===== config.mk =====
export PLATFORM = sky130hd
export DESIGN_NAME = conv_output_collector
export DESIGN_NICKNAME = d
export VERILOG_FILES = /design/src/rtl/conv_output_collector_pkg.sv /design/src/rtl/conv_output_collector_sync_fifo.sv /design/src/rtl/conv_output_collector.sv
export SDC_FILE = /design/constraint.sdc
export NUM_CORES = 1
export LEC_CHECK = 0
export ABC_AREA = 1
export BUFFER_PORTS_ARGS = -buffer_cell sky130_fd_sc_hd__buf_2
export CAP_MARGIN = 20
export CORE_MARGIN = 2
export CORE_UTILIZATION = 65
export DETAILED_ROUTE_END_ITERATION = 8
export MAX_ROUTING_LAYER = met4
export PLACE_DENSITY = 0.84
export SLEW_MARGIN = 15
export SYNTH_ARGS = -nofsm -noshare
export SYNTH_HDL_FRONTEND = slang
export SYNTH_SLANG_ARGS = --single-unit

===== constraint.sdc =====
create_clock -name clk -period 6.2 [get_ports clk]
set_input_delay 0.93 -clock clk [delete_from_list [all_inputs] [get_ports clk]]
set_output_delay 0.93 -clock clk [all_outputs]
set_load 0.01 [all_outputs]

===== src/rtl/conv_output_collector_pkg.sv =====
// conv_output_collector_pkg: shared defaults, collector state encoding and width helper
package conv_output_collector_pkg;
  localparam int DEF_DATA_W = 25;
  localparam int DEF_MAP_W = 6;
  localparam int DEF_MAP_H = 6;
  localparam int DEF_FIFO_DEPTH = 8;
  typedef enum logic [1:0] {IDLE, COLLECT, DONE} state_t;
  function automatic int clog2(input int v);
    int r;
    r = 0;
    for (int i = 0; i < 31; i++) if ((1 << i) < v) r = i + 1;
    return r;
  endfunction
endpackage


===== src/rtl/conv_output_collector_sync_fifo.sv =====
// sync_fifo: power-of-2 FIFO with registered count/full/empty and synchronous flush
module sync_fifo import conv_output_collector_pkg::*; #(
  parameter int WIDTH = DEF_DATA_W + 1,
  parameter int DEPTH = DEF_FIFO_DEPTH
) (
  input  logic             clk,
  input  logic             rst,
  input  logic             i_flush,
  input  logic             i_push,
  input  logic             i_pop,
  input  logic [WIDTH-1:0] i_data,
  output logic [WIDTH-1:0] o_data,
  output logic             o_full,
  output logic             o_empty
);
  localparam int AW = clog2(DEPTH);
  logic [WIDTH-1:0] r_mem [DEPTH];
  logic [AW-1:0] r_wp;
  logic [AW-1:0] r_rp;
  logic [AW:0] r_count;
  logic w_push;
  logic w_pop;
  logic [AW:0] w_count;
  assign w_push = i_push & ~o_full & ~i_flush;
  assign w_pop = i_pop & ~o_empty & ~i_flush;
  assign w_count = i_flush ? '0 : r_count + (AW+1)'(w_push) - (AW+1)'(w_pop);
  assign o_data = r_mem[r_rp];
  always_ff @(posedge clk) if (w_push) r_mem[r_wp] <= i_data;
  always_ff @(posedge clk) begin
    if (rst) begin
      r_wp <= '0;
      r_rp <= '0;
      r_count <= '0;
      o_full <= 1'b0;
      o_empty <= 1'b1;
    end else begin
      r_wp <= i_flush ? '0 : r_wp + AW'(w_push);
      r_rp <= i_flush ? '0 : r_rp + AW'(w_pop);
      r_count <= w_count;
      o_full <= w_count == (AW+1)'(DEPTH);
      o_empty <= w_count == '0;
    end
  end
endmodule


===== src/rtl/conv_output_collector.sv =====
// conv_output_collector: captures ok-qualified ReLU results once each, tags frame position, streams them out
module conv_output_collector import conv_output_collector_pkg::*; #(
  parameter int DATA_W = DEF_DATA_W,
  parameter int MAP_W = DEF_MAP_W,
  parameter int MAP_H = DEF_MAP_H,
  parameter int FIFO_DEPTH = DEF_FIFO_DEPTH
) (
  input  logic              clk,
  input  logic              rst,
  input  logic              start_conv,
  input  logic [DATA_W-1:0] in,
  input  logic              ok,
  output logic              flag_out_,
  output logic              rd_valid,
  input  logic              rd_ready,
  output logic [DATA_W-1:0] rd_data,
  output logic              rd_last,
  output logic              frame_done,
  output logic              frame_abort
);
  localparam int CW = MAP_W > 1 ? clog2(MAP_W) : 1;
  localparam int RW = MAP_H > 1 ? clog2(MAP_H) : 1;
  state_t r_state;
  state_t w_state;
  logic [CW-1:0] r_col;
  logic [RW-1:0] r_row;
  logic r_ack_pend;
  logic w_full;
  logic w_empty;
  logic w_cap;
  logic w_abort;
  logic w_col_end;
  logic w_last;
  logic w_pop;
  logic [DATA_W:0] w_head;
  assign w_cap = r_state == COLLECT & start_conv & ok & ~r_ack_pend & ~w_full;
  assign w_abort = r_state == COLLECT & ~start_conv;
  assign w_col_end = r_col == CW'(MAP_W - 1);
  assign w_last = w_col_end & (r_row == RW'(MAP_H - 1));
  assign w_pop = rd_valid & rd_ready;
  assign rd_valid = ~w_empty;
  assign rd_data = w_empty ? '0 : w_head[DATA_W-1:0];
  assign rd_last = ~w_empty & w_head[DATA_W];
  assign w_state = w_abort ? IDLE :
                   (r_state == IDLE & start_conv) ? COLLECT :
                   (w_cap & w_last) ? DONE :
                   (r_state == DONE & ~start_conv & w_empty) ? IDLE : r_state;
  sync_fifo #(.WIDTH(DATA_W + 1), .DEPTH(FIFO_DEPTH)) u_fifo (
    .clk(clk),
    .rst(rst),
    .i_flush(w_abort),
    .i_push(w_cap),
    .i_pop(w_pop),
    .i_data({w_last, in}),
    .o_data(w_head),
    .o_full(w_full),
    .o_empty(w_empty)
  );
  always_ff @(posedge clk) begin
    if (rst) begin
      r_state <= IDLE;
      r_col <= '0;
      r_row <= '0;
      r_ack_pend <= 1'b0;
      flag_out_ <= 1'b0;
      frame_done <= 1'b0;
      frame_abort <= 1'b0;
    end else begin
      r_state <= w_state;
      r_col <= w_abort ? '0 : w_cap ? (w_col_end ? '0 : r_col + 1'b1) : r_col;
      r_row <= w_abort ? '0 : (w_cap & w_col_end) ? (w_last ? '0 : r_row + 1'b1) : r_row;
      r_ack_pend <= ~w_abort & (w_cap | (r_ack_pend & ok));
      flag_out_ <= w_cap;
      frame_done <= w_pop & rd_last;
      frame_abort <= w_abort & (r_col != '0 || r_row != '0);
    end
  end
endmodule


==> qor.csv <==
metric;value;unit
clk sinks;232;
Non-Filler Instances;1116;
Starting Density;66.2;%
clock buffer depth;3;
CP Cell Sequence;inv_4, o21ai_0, nand2_1, nor2_1, nor2_1, buf_2;
Worst EP required;5270;ps
period utilization;57.9;%
Synth area leaders;edfxtp_1, nor2_1, dfxtp_1;
Final WS setup;2610;ps
worst min path class;reg2reg;
syn nets;906;
first-pass GRT wire length;29.8;mm
Hold-fix buffers, CTS;0;
Comb power frac;16.0;%
status;complete, no violations;
final count of hold timing violations;0;
area leader, netlist;edfxtp_1;
fin. max-slew vios;0;
via count;6249;
die area;0.0157;mm2
Synth Cell Area;0.00955;mm2
DRC violation count after routing;0;
sw power;0.000983;W
Avg Inst Size Synth;11.0;um2
final setup fails;0;
crit-path max FO;104;
Design Area, Final;0.0107;mm2
CTS-repair resized insts;0;
yosys warns;0;
R2R setup slack;3690;ps
Nets;957;
top-count cell post-synth;nor2_1;
pwr/cell area;350;mW/mm2
Post-CTS Setup Bufs;0;
CTS tree;done;
Worst path most repeated cell;nor2_1;
CTS clk-pin slew, worst paths;60;ps
Clock power frac;36.6;%
Synth top area share;65.4;%
Worst Path Arrival;2660;ps
synth unique cells;27;
MaxCap Viol Count;0;
# IOs;60;
Post-DP Area;0.00992;mm2
WL final;19.1;mm
synth cell count leaders;nor2_1, edfxtp_1, nand2_1;
clk_lat worst skew;500;ps
critical path type;reg2out;
Post-synth EDFFs;208;
setup TNS;0;ps
Synth Instances;864;
Final min period;3590;ps
CTS Buf Count;22;
Int Pwr;0.00276;W
worst slew pin tran;1070;ps
#FFs+latches synth;232;
grt total ovfl;0;
largest stage delay on the critical path;770;ps
H-tree levels;1;
Die X-Extent;125;um
post-detail-place hpwl;9.95;mm
Worst path top cell family by delay;buffers and inverters;
Place WS;2660;ps
slowest cell on the critical path;inv_4;
Flop pwr share;47.4;%
switch share;26.3;%
placed insts;1074;
FMAX;279;MHz
share of layout cells above drive strength 1;13.2;%
Worst Clk Skew;6.71;ps
Top FF cell, synth;edfxtp_1;
Placeable Area;0.0144;mm2
initial antenna violation count;1;
Die Ht;125;um
Peak supply drop;0.000342;V
Critical Path End Type;output pin;
First DRT Iteration DRCs;699;
Worst slew margin;28.3;%
crit path buf inv count;2;
post-synthesis sequential area ratio;70.5;%
Area growth syn-to-layout;12.0;%
router iterations before antenna repair;5;
Detail Route Antenna Nets;0;
Final GP Congestion;0.815;
unrepaired setup endpoints after global routing;false;
routed len/inst;17.1;um
Core Util, Final;74.1;%
Port Buffers;59;
vias in the first global route;6064;
leak pwr;4.03;nW
All-Layer GR Usage;25.1;%
clock root cell;clkbuf_16;
startpoint types;flop;
Vias/cell;5.60;
largest net degree at the start of global routing;107;
Async SR Flop Fraction;0;%
# rows;44;
## worst paths after layout
path / start / end / cells after the start
worst min register to register: r_state[1]$_SDFFE_PP0P_ / r_state[1]$_SDFFE_PP0P_ / 2
worst max-delay path: u_fifo.r_rp[0]$_SDFF_PP0_ / rd_data[14] / 6
worst max register to register: r_ack_pend$_SDFF_PP0_ / u_fifo.r_mem[7][15]$_DFFE_PP_ / 6
worst min-delay path: r_state[1]$_SDFFE_PP0P_ / r_state[1]$_SDFFE_PP0P_ / 2
## power by group through the flow
stage / sequential (W) / combinational [W] / clock (W)
after floorplan: 0.00178 / 0.000455 / 0
after global placement: 0.00182 / 0.000548 / 0
after detailed placement: 0.00183 / 0.000565 / 0
after CTS: 0.00179 / 0.000573 / 0.00138
after global routing: 0.00178 / 0.000678 / 0.00146
final: 0.00177 / 0.000598 / 0.00137
## kinds of logic (layout without fill, tap and decap cells)
logic type	Yosys count	after routing	synth area share, %
AO/OA/AOI/OAI	110	110	5.79
XOR/XNOR	6	6	0.550
AND/OR/NAND/NOR	417	417	17.1
flip-flops	232	232	70.5
adder cells (fa/ha/maj)	12	12	1.65
other	0	1	0
buffers and inverters	87	154	4.40
## sequential cells by signal (all words and copies together), names as in the netlist
register / cells
u_fifo.r_wp: 3
u_fifo.o_full: 1
u_fifo.r_count: 4
u_fifo.r_rp: 3
frame_abort: 1
r_row: 3
r_state: 2
r_ack_pend: 1
u_fifo.r_mem: 208
flag_out_: 1
frame_done: 1
r_col: 3
u_fifo.o_empty: 1
## worst min-delay path, cell delays in order (launching register included)
cell and delay (ps):
dfxtp_1 310, o31ai_1 60, a21oi_1 60
## per-stage QoR
step | power (W) | hold slack (ps)
after global routing | 0.00391 | 502
after CTS | 0.00375 | 479
after global placement | 0.00237 | 454
after floorplan | 0.00223 | 444
final | 0.00374 | 475
after detailed placement | 0.00239 | 470
## cell type report
type,count,area [um2]
diodes,1,2.50
flip-flops and latches,232,6730
clock inverters,11,129
clock buffers,29,618
multi-input cells,545,2420
inverters,44,168
repair buffers,70,390
well taps,184,230
fillers,934,3730
## layout by cell type, fill, tap and decap left out, drive strengths merged
cell,instances
nor2,281
edfxtp,208
o21ai,101
nand2,88
buf,70
inv,44
nand3,42
clkbuf,29
dfxtp,24
ha,11
a21oi,8
clkinv,8
xnor2,5
nor3,4
bufinv,3
diode,1
or2,1
nand3b,1
o31ai,1
xor2,1
fa,1
## per-layer routing
layer  track usage, %  wire [um]
met2             41.8       9690
met1             31.5       7610
met5                -          0
met3             3.59       1270
met4             10.0        537
Note: power is estimated with default switching activity, not from simulation.
